==> src/rtl/frame_transmitter_if.sv <==
// Host-side bundle for the serial frame transmitter: the word/reset request
// handshake, completion/busy status and the serial line itself.
// Ports: tx_data/tx_valid/tx_reset_req (host->tx), tx_ready/tx_done/busy/so (tx->host/line).
interface frame_transmitter_if #(
  parameter int DATA_BITS = 40
);
  logic [DATA_BITS-1:0] tx_data;
  logic                 tx_valid;
  logic                 tx_reset_req;
  logic                 tx_ready;
  logic                 tx_done;
  logic                 busy;
  logic                 so;

  modport master (
    output tx_data, tx_valid, tx_reset_req,
    input  tx_ready, tx_done, busy, so
  );

  modport slave (
    input  tx_data, tx_valid, tx_reset_req,
    output tx_ready, tx_done, busy, so
  );
endinterface

==> src/rtl/frame_transmitter.sv <==
// Serial frame transmitter: START(1), DATA_BITS data MSB first, PAD(0), TRAILER
// (1 only for a link-reset frame), then RST_HOLD (reset frames) and GAP.
// Ports: clk, reset (sync, active-high), link (slave modport of frame_transmitter_if).
// Optional FRAME_TX_QUEUE_EN: one-entry holding register allowing back-to-back frames.
module frame_transmitter #(
  parameter int DATA_BITS  = 40,
  parameter int GAP_BITS   = 1,
  parameter int RESET_HOLD = 4
) (
  input  logic                 clk,
  input  logic                 reset,
  frame_transmitter_if.slave   link
);

  typedef enum logic [2:0] {
    IDLE, START, DATA, PAD, TRAILER, RST_HOLD, GAP
  } state_t;

  localparam logic [5:0] BIT_TOP  = 6'(DATA_BITS - 1);
  localparam logic [7:0] GAP_TOP  = 8'(GAP_BITS - 1);
  localparam logic [7:0] HOLD_TOP = 8'(RESET_HOLD - 1);

  state_t               state, state_nxt;
  logic [5:0]           bit_cnt, bit_cnt_nxt;
  logic [7:0]           hold_cnt, hold_cnt_nxt;
  logic [DATA_BITS-1:0] shreg, shreg_nxt;
  logic                 rst_frame, rst_frame_nxt;
  logic                 so_q, so_nxt;
  logic                 done_q;

  logic                 acc;
  logic                 want_idle;
  logic                 launch_hold;
  logic                 launch_in;

  logic                 hold_vld;
  logic [DATA_BITS-1:0] hold_dat;
  logic                 hold_rst;

`ifdef FRAME_TX_QUEUE_EN
  // The holding register is always empty in IDLE (it is promoted on the way in),
  // so this reduces to "holding empty" while still reading naturally.
  assign link.tx_ready = ~reset & ((state == IDLE) | ~hold_vld);
`else
  assign link.tx_ready = ~reset & (state == IDLE);
`endif

  // A reset request wins over data; the data word simply stays pending.
  assign acc = link.tx_ready & (link.tx_valid | link.tx_reset_req);

  assign link.so      = so_q;
  assign link.tx_done = done_q;
  assign link.busy    = (state != IDLE);

  always_comb begin
    state_nxt     = state;
    bit_cnt_nxt   = bit_cnt;
    hold_cnt_nxt  = hold_cnt;
    shreg_nxt     = shreg;
    rst_frame_nxt = rst_frame;
    so_nxt        = 1'b0;
    want_idle     = 1'b0;
    launch_hold   = 1'b0;
    launch_in     = 1'b0;

    // so_nxt is the line value for the state being entered, so the registered
    // output lines up with the state it belongs to.
    case (state)
      IDLE: want_idle = 1'b1;

      START: begin
        state_nxt   = DATA;
        bit_cnt_nxt = BIT_TOP;
        so_nxt      = shreg[DATA_BITS-1];
        shreg_nxt   = shreg << 1;
      end

      DATA: begin
        if (bit_cnt == 6'd0) begin
          state_nxt = PAD;
        end else begin
          bit_cnt_nxt = bit_cnt - 6'd1;
          so_nxt      = shreg[DATA_BITS-1];
          shreg_nxt   = shreg << 1;
        end
      end

      PAD: begin
        state_nxt = TRAILER;
        so_nxt    = rst_frame;
      end

      TRAILER: begin
        if (rst_frame) begin
          state_nxt    = RST_HOLD;
          hold_cnt_nxt = HOLD_TOP;
          so_nxt       = 1'b1;
        end else if (GAP_BITS > 0) begin
          state_nxt    = GAP;
          hold_cnt_nxt = GAP_TOP;
        end else begin
          want_idle = 1'b1;
        end
      end

      RST_HOLD: begin
        if (hold_cnt == 8'd0) begin
          if (GAP_BITS > 0) begin
            state_nxt    = GAP;
            hold_cnt_nxt = GAP_TOP;
          end else begin
            want_idle = 1'b1;
          end
        end else begin
          hold_cnt_nxt = hold_cnt - 8'd1;
          so_nxt       = 1'b1;
        end
      end

      GAP: begin
        if (hold_cnt == 8'd0) begin
          want_idle = 1'b1;
        end else begin
          hold_cnt_nxt = hold_cnt - 8'd1;
        end
      end

      default: state_nxt = IDLE;
    endcase

    // Every path back to IDLE funnels through here: a queued item takes priority,
    // then a request arriving this cycle, otherwise rest in IDLE.
    if (want_idle) begin
      if (hold_vld) begin
        launch_hold = 1'b1;
      end else if (acc) begin
        launch_in = 1'b1;
      end else begin
        state_nxt = IDLE;
      end
    end

    if (launch_hold) begin
      state_nxt     = START;
      shreg_nxt     = hold_dat;
      rst_frame_nxt = hold_rst;
      so_nxt        = 1'b1;
    end else if (launch_in) begin
      state_nxt     = START;
      shreg_nxt     = link.tx_reset_req ? '1 : link.tx_data;
      rst_frame_nxt = link.tx_reset_req;
      so_nxt        = 1'b1;
    end
  end

  always_ff @(posedge clk) begin
    if (reset) begin
      state     <= IDLE;
      bit_cnt   <= '0;
      hold_cnt  <= '0;
      shreg     <= '0;
      rst_frame <= 1'b0;
      so_q      <= 1'b0;
      done_q    <= 1'b0;
    end else begin
      state     <= state_nxt;
      bit_cnt   <= bit_cnt_nxt;
      hold_cnt  <= hold_cnt_nxt;
      shreg     <= shreg_nxt;
      rst_frame <= rst_frame_nxt;
      so_q      <= so_nxt;
      done_q    <= (state_nxt == TRAILER);
    end
  end

`ifdef FRAME_TX_QUEUE_EN
  // An accept that does not launch immediately can only happen mid-frame with
  // the holding register empty, so fill and drain never collide.
  always_ff @(posedge clk) begin
    if (reset) begin
      hold_vld <= 1'b0;
      hold_dat <= '0;
      hold_rst <= 1'b0;
    end else begin
      if (launch_hold) begin
        hold_vld <= 1'b0;
      end
      if (acc && !launch_in) begin
        hold_vld <= 1'b1;
        hold_dat <= link.tx_reset_req ? '1 : link.tx_data;
        hold_rst <= link.tx_reset_req;
      end
    end
  end
`else
  assign hold_vld = 1'b0;
  assign hold_dat = '0;
  assign hold_rst = 1'b0;
`endif

endmodule
==> src/flat_wrapper.sv <==
// flat-port wrapper written by rule: the top's interface ports become plain ports
module frame_transmitter_flat 
#(
  parameter int DATA_BITS  = 40,
  parameter int GAP_BITS   = 1,
  parameter int RESET_HOLD = 4
)
  (clk, reset, link_tx_data, link_tx_valid, link_tx_reset_req, link_tx_ready, link_tx_done, link_busy, link_so);
  frame_transmitter_if #(.DATA_BITS(DATA_BITS)) link_i ();
  input  logic clk;
  input  logic reset;
  input wire logic [$bits(link_i.tx_data)-1:0] link_tx_data;
  input wire logic [$bits(link_i.tx_valid)-1:0] link_tx_valid;
  input wire logic [$bits(link_i.tx_reset_req)-1:0] link_tx_reset_req;
  output wire logic [$bits(link_i.tx_ready)-1:0] link_tx_ready;
  output wire logic [$bits(link_i.tx_done)-1:0] link_tx_done;
  output wire logic [$bits(link_i.busy)-1:0] link_busy;
  output wire logic [$bits(link_i.so)-1:0] link_so;
  assign link_i.tx_data = link_tx_data;
  assign link_i.tx_valid = link_tx_valid;
  assign link_i.tx_reset_req = link_tx_reset_req;
  assign link_tx_ready = link_i.tx_ready;
  assign link_tx_done = link_i.tx_done;
  assign link_busy = link_i.busy;
  assign link_so = link_i.so;
  frame_transmitter #(.DATA_BITS(DATA_BITS), .GAP_BITS(GAP_BITS), .RESET_HOLD(RESET_HOLD)) u_core (.clk(clk), .reset(reset), .link(link_i));
endmodule
==> config.mk <==
export PLATFORM = sky130hd
export DESIGN_NAME = frame_transmitter_flat
export DESIGN_NICKNAME = d
export VERILOG_FILES = /design/src/rtl/frame_transmitter_if.sv /design/src/rtl/frame_transmitter.sv /design/src/flat_wrapper.sv
export SDC_FILE = /design/constraint.sdc
export NUM_CORES = 1
export LEC_CHECK = 0
export ABC_AREA = 1
export BUFFER_PORTS_ARGS = -buffer_cell sky130_fd_sc_hd__clkbuf_2
export CAP_MARGIN = 20
export CORE_MARGIN = 5
export CORE_UTILIZATION = 39
export DETAILED_ROUTE_END_ITERATION = 7
export PLACE_DENSITY = 0.6
export SKIP_CTS_REPAIR_TIMING = 1
export SLEW_MARGIN = 25
export SYNTH_ARGS = -nofsm -noshare
export SYNTH_HDL_FRONTEND = slang
export SYNTH_SLANG_ARGS = --single-unit
==> constraint.sdc <==
create_clock -name clk -period 1.5 [get_ports clk]
set_input_delay 0.225 -clock clk [delete_from_list [all_inputs] [get_ports clk]]
set_output_delay 0.225 -clock clk [all_outputs]
set_load 0.005 [all_outputs]
* Word level (Yosys, flattened, before mapping) *
Index checks and enable logic that the tools add are counted.

operators by class
  equal/unequal tests = 10
  add/sub/neg operators = 2
  reductions and logical operators = 11
  bitwise operators = 4
  mux-type cells = 26

operators with widths
  kind                                                                count
  40-bit 2-to-1 mux                                                   3
  40-bit one-hot mux with 2 select lines                              1
  8-bit one-hot mux with 3 select lines                               1
  3-bit one-hot mux with 6 select lines                               1
  8-bit 2-to-1 mux                                                    2
  3-bit 2-to-1 mux                                                    5
  3-bit == test, second input constant                                4
  6-bit one-hot mux with 2 select lines                               1
  3-bit nonzero test                                                  3
  8-bit zero test                                                     1
  8-bit by 1-bit subtractor with 8-bit output, second input constant  1
  1-bit 2-to-1 mux                                                    7
  3-bit by 2-bit == test with 1-bit output, second input constant     2
  6-bit zero test                                                     1
  6-bit 2-to-1 mux                                                    1
  2-bit AND reduction                                                 3
  6-bit by 1-bit subtractor with 6-bit output, second input constant  1
  1-bit one-hot mux with 5 select lines                               1
  2-bit 2-to-1 mux                                                    2
  2-bit != test, second input constant                                2
  3-bit by 1-bit == test with 1-bit output, second input constant     1
  3-bit zero test                                                     1
  3-bit by 2-bit != test with 1-bit output, second input constant     1
  1-bit AND                                                           2
  5 further kinds                                                     5

storage, ports and cells
  output and inout port bits = 4
  logic and storage cells = 60
  input port bits = 44
  register bits after elaboration = 60

* Depth between registers and ports, before layout *
Gate-level depths: netlist of the first run.

  depth after elaboration = 7
  depth in mapped cells = 11
  depth with buffers taken out = 10

* Least setup slack after synthesis of the first run *
Ideal clock, no wire load.

  path kind = flip-flop to flip-flop
  from = register u_core.bit_cnt[0]
  to = register u_core.shreg[16]
  cell stages (with the launch flop) = 12
  clock period less this slack = 1621 ps
  buffers on the path = 2
  required time = 1368 ps
  path slack = -121 ps
  library setup time = 132 ps
  data arrival time = 1489 ps
  cell sequence = dfxtp_1 -> inv_1 -> ha_1 -> nand3_1 -> nor2_1 -> nand2_2 -> nand2_4 -> nand2_4 -> buf_6 -> buf_6 -> nand2_1 -> a21oi_1

between the ends
  longest elaborated chain between the ends = 3

RTL lines
  item                                                       line                      source
  start, declared                                            frame_transmitter.sv:24   logic [5:0] bit_cnt, bit_cnt_nxt;
  start signal, assigned                                     frame_transmitter.sv:167  bit_cnt <= bit_cnt_nxt;
  6-bit zero test                                            frame_transmitter.sv:79   if (bit_cnt == 6'd0) begin
  3-bit by 2-bit != test with 1-bit output (no source line)  -
  2-bit AND reduction (no source line)                       -
  end signal, assigned                                       frame_transmitter.sv:169  shreg <= shreg_nxt;
  end, declared                                              frame_transmitter.sv:26   logic [DATA_BITS-1:0] shreg, shreg_nxt;

No other way between the ends.
A chain may end at the register's enable or synchronous reset.

* Final worst setup path of the first run *
  from = register u_core.state[1]
  to = output port link_tx_ready

between the ends
  longest elaborated chain between the ends = 2

RTL lines
  item                    line                      source
  start, declared         frame_transmitter.sv:23   state_t state, state_nxt;
  start signal, assigned  frame_transmitter.sv:166  state <= state_nxt;
  3-bit zero test         frame_transmitter.sv:45   assign link.tx_ready = ~reset & (state == IDLE);
  1-bit AND               frame_transmitter.sv:45
  end, declared           flat_wrapper.sv:15        output wire logic [$bits(link_i.tx_ready)-1:0] link_tx_ready;

No other way between the ends.

==> results of run 1 <==
## sequential cells by signal, summed over array words and instances, names as in the netlist
signal / count
u_core.hold_cnt: 8
u_core.rst_frame: 1
u_core.bit_cnt: 6
u_core.shreg: 40
u_core.link.so: 1
u_core.link.tx_done: 1
u_core.state: 3
## per-layer routing
layer | routed length (um) | vias to the layer above | part of all wire, %
met5 | 0 | - | 0
met4 | 141 | 0 | 1.8
met3 | 382 | 12 | 5.0
met2 | 3530 | 58 | 46
met1 | 3600 | 1410 | 47
li1 | - | 1669 | -
## worst min-delay path by stage
stage               slack (ps)          endpoint
global placement           450  u_core.shreg[29]
global route               270   u_core.shreg[0]
CTS                        210   u_core.shreg[0]
floorplan                  430   u_core.shreg[0]
finish                     210   u_core.shreg[0]
detailed placement         460  u_core.shreg[19]
## final cells by class
cell class | instances | share of cell area (%)
multi-input cells | 363 | 43.6
flip-flops and latches | 60 | 30.1
repair buffers | 82 | 15.4
clock buffers | 10 | 3.42
well taps | 102 | 3.17
inverters | 29 | 2.71
clock inverters | 6 | 1.59
## synth_stat cells
cell / n / area, um^2
dfxtp_1: 60 / 1200
nor3_1: 4 / 20.0
nor3b_1: 1 / 7.51
a211oi_1: 2 / 15.0
nand2_4: 4 / 45.0
buf_1: 1 / 3.75
o21ai_0: 48 / 240
ha_1: 3 / 37.5
a21oi_1: 52 / 260
nand3_1: 11 / 55.1
nor2_1: 60 / 225
o21ai_2: 1 / 8.76
o211ai_1: 1 / 7.51
inv_1: 27 / 101
inv_2: 2 / 7.51
buf_2: 10 / 50.1
nand2_2: 3 / 18.8
nand2_1: 159 / 597
buf_6: 2 / 22.5
nand4_1: 6 / 37.5
nor2_2: 2 / 12.5
nand3b_1: 1 / 7.51
xor2_1: 3 / 26.3
o2111ai_1: 1 / 8.76
nor2_4: 1 / 11.3
clkbuf_1: 14 / 52.6
## cell usage in the layout, fill, tap and decap left out, types with 3 or more instances in the layout
cell       synthesis  routed
buf_4              0      24
nor3_1             4       3
o21ai_0           48      33
inv_2              2       5
nor2_4             1       4
nand2_4            4       6
dfxtp_1           60      56
nand2_2            3       4
a21oi_2            0       5
nand3_1           11      10
clkbuf_8           0      10
inv_1             27      24
clkbuf_2           0      47
xor2_1             3       3
o21ai_2            1       3
nor2_2             2       4
clkbuf_16          0       3
nand2_1          159     156
nor2_1            60      55
a21oi_1           52      47
nand4_1            6       6
buf_12             0       4
buf_6              2       3
o21ai_1            0      12
## per-stage QoR
| step | utilization [%] | instance area, um^2 | setup TNS (ps) |
|---|---|---|---|
| after floorplan | - | 3110 | 0 |
| after global placement | 46.3 | 3580 | -933 |
| after detailed placement | 46.3 | 3580 | -943 |
| after CTS | 48.9 | 3780 | -1800 |
| after global routing | 52.1 | 4020 | -2980 |
| final | 52.1 | 4020 | -37.2 |
## cell families after synthesis
logic type | after synthesis
AND/OR/NAND/NOR | 252
AO/OA/AOI/OAI | 105
adder cells (fa/ha/maj) | 3
buffers and inverters | 56
flip-flops | 60
XOR/XNOR | 3
## where the power goes
group / total, mW / leakage [nW] / switching (mW) / internal [mW]
logic: 0.779 / 1.08 / 0.420 / 0.359
clock network: 1.48 / 0.0983 / 0.671 / 0.808
registers: 1.73 / 0.491 / 0.0479 / 1.68
total: 3.99 / 1.67 / 1.14 / 2.85
## worst max-delay path, cell delays in order (launching register included)
cell      delay [ps]
dfxtp_2          350
nor2_4           170
nand2_4           90
nor2_4           110
buf_4            130
clkbuf_2         100
==> impl_results.md, run 1 <==
* Setup crit start kind: flip-flop
* Proportion of synthesized area in mux cells at 0%
* Pwr/cell area at slightly below 1000 nW/um^2
* Overall Global Routing Usage at 15.2%
* DIE AREA at about 9800 um^2
* Hold Path Origin: link_tx_data[0]
* Status: finished, violations left
* Dpl ws at -46.4 ps
* Non-filler cells, final at approximately 650
* Worst path arrival time at 1290 ps
* Crit path time final at around 1500 ps
* Crit Path Class: flip-flop to output pin
* Seq/Total Area, Yosys at 39.0%
* Global routing usage on met3 at 4.18%
* Initial antenna violation count at 0
* Syn Nets at around 530
* Worst Setup SP: u_core.state[1]
* Slew @ Worst Pin at 451 ps
* Period utilization at 101%
* CP endpoint kind: output pin
* Avg Cell Area, Syn at 6.43 um^2
* Synth Area in Compound Gates at ~18%
* GRT met1 Usage at 18.7%
* Tightest hold margin at about 210 ps
* Failing checks: negative setup slack
* Sequential cell area at roughly 1200 um^2
* Core footprint at slightly below 8000 um^2
* Routed Wire Length at 7660 um
* R2R Path Start: u_core.bit_cnt[1]
* Starting Density at approximately two fifths
* R2r setup slk at -10 ps
* Clock buffers created by TritonCTS at 9
* Share of layout cells above drive strength 1 at 24.9%
* Cells after synthesis at roughly 480
* Simple-Gate Fraction of Synth Area at around 34%
* Yosys reg bits at 60
* Slew Limit Fails at 0
* XOR/XNOR Fraction of Synth Area at less than 1%
* Post-route DRC violation count at 0
* Clock root cell: clkbuf_8
* CTS Sinks at 60
* Fillcell total at between 700 and 800
* Overall Power at 3.99 mW
* Total Nets Final at roughly 600
* Relative slew slack at 69.7%
* ANT nets after route at 0
* First-pass GRT wire length at roughly 12000 um
* Vias in the first global route at around 2.9k
* Port bufs at 47
* Max-Cap Viols at 0
* DR vias at approximately 3.1k
* Post-synthesis adder-cell area fraction at 1.22%
* Fmax at 659 MHz
* CTS tree: done
* Unrepaired setup endpoints after global routing: true
* Synth cell types at 26
* M2 GR Usage at about a quarter
* Io pins at 48
* Dpl cells at ~630
* Pin count of the biggest net entering global routing at 45
* Clock skew at between 10 and 15 ps
* Largest family of logic cells by synthesized area: simple AND/OR/NAND/NOR gates
* Clock Latency Late Sink at between 300 and 400 ps
* GR Overflow Total at 0
* Setup WS post-layout at -17.6 ps
* Drt initial violations at roughly 90
* H-tree depth at 3
* Top Usage Layer GRT: met2
* Leak Pwr at approximately 1.7 nW
* Max clock buf depth at 2
* Wire per inst at 11.7 um
* Hold path depth at 3
* Hold Crit Class: input pin to flip-flop
* Antenna Cells at 0
* Routability cong. at about 0.85
* Post-DP HPWL at about 5000 um
* Total iterations of the first detailed-routing run at 5
* Std-Cell Rows at 32
* Die Ht at just under 100 um
* Vias per cell at roughly 4.8
* R2R Path End: u_core.shreg[30]
* R2R cell count at 10
* Critical path peak fanout at 4
* Layout Area Growth over Synthesis at 30.6%
* Die Wd at around 99 um
* Final Hold Vio Count at 0
* Multi-input gate area at approximately 1800 um^2
* Total number of yosys warnings at 0
* Req. time, crit path at between 1000 and 1500 ps
* Worst VDD drop at approximately 0.48 mV
* Final Setup Violations at 4
* Reg clk slew, reported paths at about 70 ps
* CP Capture Point: link_tx_ready
* Synth Cell Area at 3080 um^2
No activity file was read; power rests on OpenSTA's default activity.
==> run 2, diff against run 1 <==
--- a/config.mk
+++ b/config.mk
@@ -12,5 +12,5 @@
 export CORE_UTILIZATION = 39
 export DETAILED_ROUTE_END_ITERATION = 7
-export PLACE_DENSITY = 0.6
+export PLACE_DENSITY = 0.57
 export SKIP_CTS_REPAIR_TIMING = 1
 export SLEW_MARGIN = 25
==> constraint.sdc (replaced) <==
create_clock -name clk -period 1.9 [get_ports clk]
set_input_delay 0.285 -clock clk [delete_from_list [all_inputs] [get_ports clk]]
set_output_delay 0.285 -clock clk [all_outputs]
set_load 0.1 [all_outputs]
==> impl_results.md, run 2 (synthesized netlist as in run 1, its figures left out) <==
* Status: finished clean
* Total iterations of the first detailed-routing run at 4 (-1)
* Dpl ws at 108 ps (+154 ps)
* Req. time, crit path at 2160 ps (+890 ps)
* Wire per inst at 11.4 um (-2.7%)
* WL met2 at 3200 um (-9.4%)
* ANT nets after route at 0 (unchanged)
* Routed Wire Length at 7170 um (-6.3%)
* Clock buffers created by TritonCTS at 9 (unchanged)
* R2R Path Start: u_core.state[1]
* Drt initial violations at 164 (+86%)
* Pwr/cell area at 831 nW/um^2 (-16%)
* R2R cell count at 8 (-2)
* CTS tree: done
* Crit Path Class: flip-flop to flip-flop
* Post-DP HPWL at 4890 um (-1.5%)
* Clock root cell: clkbuf_8
* Reg clk slew, reported paths at 70 ps (about the same)
* Antenna Cells at 0 (unchanged)
* Core footprint at 7730 um^2 (unchanged)
* First-pass GRT wire length at 12400 um (+1.2%)
* Std-Cell Rows at 32 (unchanged)
* Hold Crit Class: input pin to flip-flop
* Die Wd at 98.9 um (unchanged)
* Unrepaired setup endpoints after global routing: false
* CTS Sinks at 60 (unchanged)
* Slew Limit Fails at 0 (unchanged)
* Worst Setup SP: u_core.state[1]
* Crit path time final at 1760 ps
* Leak Pwr at 1.51 nW (-10%)
* Relative slew slack at 63.8% (-5.9 points)
* Final Hold Vio Count at 0 (unchanged)
* Largest register FFs at 40 (unchanged)
* Commonest non-fill, non-tap cells in the layout: nand2_1, nor2_1, dfxtp_1, a21oi_1, o21ai_0
* Top layer reached by signal wires: met4
* CP Capture Point: u_core.shreg[7]
* Met3 routed WL at 414 um (+8.4%)
* H-tree depth at 3 (unchanged)
* Total Nets Final at 568 (-4.1%)
* Final instance area at 3690 um^2 (-8.4%)
* Max-Cap Viols at 0 (unchanged)
* Most common cell after layout, fill and taps aside: nand2_1
* Clock skew at 4.85 ps (-6.38 ps)
* Layout Area Growth over Synthesis at 19.7%
* Register name with the most flops: u_core.shreg
* GR Overflow Total at 0 (unchanged)
* Routability cong. at 0.795 (-6.2%)
* DP Area at 3460 um^2 (-3.3%)
* Port bufs at 47 (unchanged)
* Largest regs: u_core.shreg x40, u_core.hold_cnt x8, u_core.bit_cnt x6
* Post-route DRC violation count at 0 (unchanged)
* Initial antenna violation count at 0 (unchanged)
* Fmax at about 570 MHz
* Die Ht at 98.9 um (unchanged)
* Worst path arrival time at 2030 ps (+740 ps)
* Period utilization at between 90% and 100%
* DIE AREA at 9780 um^2 (unchanged)
* Critical path peak fanout at 59 (+55)
* Worst VDD drop at 0.495 mV (+3.7%)
* Slew @ Worst Pin at 545 ps (+94.1 ps)
* Clock Latency Late Sink at 330 ps (about the same)
* Vias per cell at 4.82 (-0.20%)
* Share of layout cells above drive strength 1 at 16.9% (-8.0 points)
* CP endpoint kind: flip-flop
* Hold Path Origin: link_tx_data[0]
* Starting Density at 39.9% (unchanged)
* Max clock buf depth at 2 (unchanged)
* Io pins at 48 (unchanged)
* Setup crit start kind: flip-flop
* Setup WS post-layout at 136 ps (+154 ps)
* DR vias at 3027 (-3.9%)
* Overall Global Routing Usage at 15.3% (+0.090 points)
* Final Setup Violations at 0 (-4)
* WL met1 at 3450 um (-4.2%)
* Non-filler cells, final at 628 (-3.7%)
* R2R Path End: u_core.shreg[7]
* R2r setup slk at 140 ps (+150 ps)
* Vias in the first global route at 2838 (-0.91%)
* Pin count of the biggest net entering global routing at 60 (+33%)
* Dpl cells at 612 (-2.4%)
## run 2: changes by cell type in the layout (fill, tap and decap cells not counted), sizes merged
cell and delta:
clkinvlp -1, clkbuf -2, clkinv -1, buf -20
## run 2: worst max-delay path, cell delays in order (launching register included)
cell	delay (ps)
dfxtp_2	350
nor2_4	210
nand2_8	90
nor2_4	220
nand2_8	160
buf_12	230
o21ai_0	230
nand2_1	80
a21oi_1	110
## run 2: worst min path at each step
| stage | endpoint | slack, ps | cells past startpoint |
|---|---|---|---|
| 3_3_place_gp | u_core.shreg[20] | 450 | 2 |
| 3_5_place_dp | u_core.shreg[12] | 450 | 2 |
| 5_1_grt | u_core.shreg[0] | 300 | 3 |
| 2_1_floorplan | u_core.shreg[0] | 440 | 2 |
| 6_report | u_core.shreg[0] | 310 | 3 |
| 4_1_cts | u_core.shreg[0] | 280 | 3 |
## run 2: metal layers
layer  global-route usage (%)  vias to the layer above
met4                     6.62                        0
met1                     19.8                     1350
li1                         -                     1615
met5                        0                        -
met3                     3.61                        6
met2                     24.3                       56
## run 2: final cells by class
type | instances | area (um^2)
tap | 102 | 128
fill | 817 | 4040
multi-input combinational | 363 | 1690
clock buffer | 12 | 155
clock inverter | 4 | 47.5
sequential | 60 | 1200
inverter | 29 | 109
timing repair buffer | 58 | 358
## run 2: per-stage QoR
step | power [mW] | hold WS, ps | util (%) | TNS [ps]
after global placement | 1.91 | 451 | 44.8 | 0
after CTS | 3.10 | 276 | 47.4 | 0
final | 3.06 | 306 | 47.7 | 0
after floorplan | 1.78 | 440 | - | -3540
after global routing | 3.24 | 303 | 47.7 | 0
after detailed placement | 1.91 | 455 | 44.8 | 0
## run 2: power by group
group,internal [mW],leakage (nW),switching (mW)
Combinational,0.194,0.915,0.328
Sequential,1.33,0.490,0.0374
Clock,0.673,0.102,0.497
Total,2.20,1.51,0.863
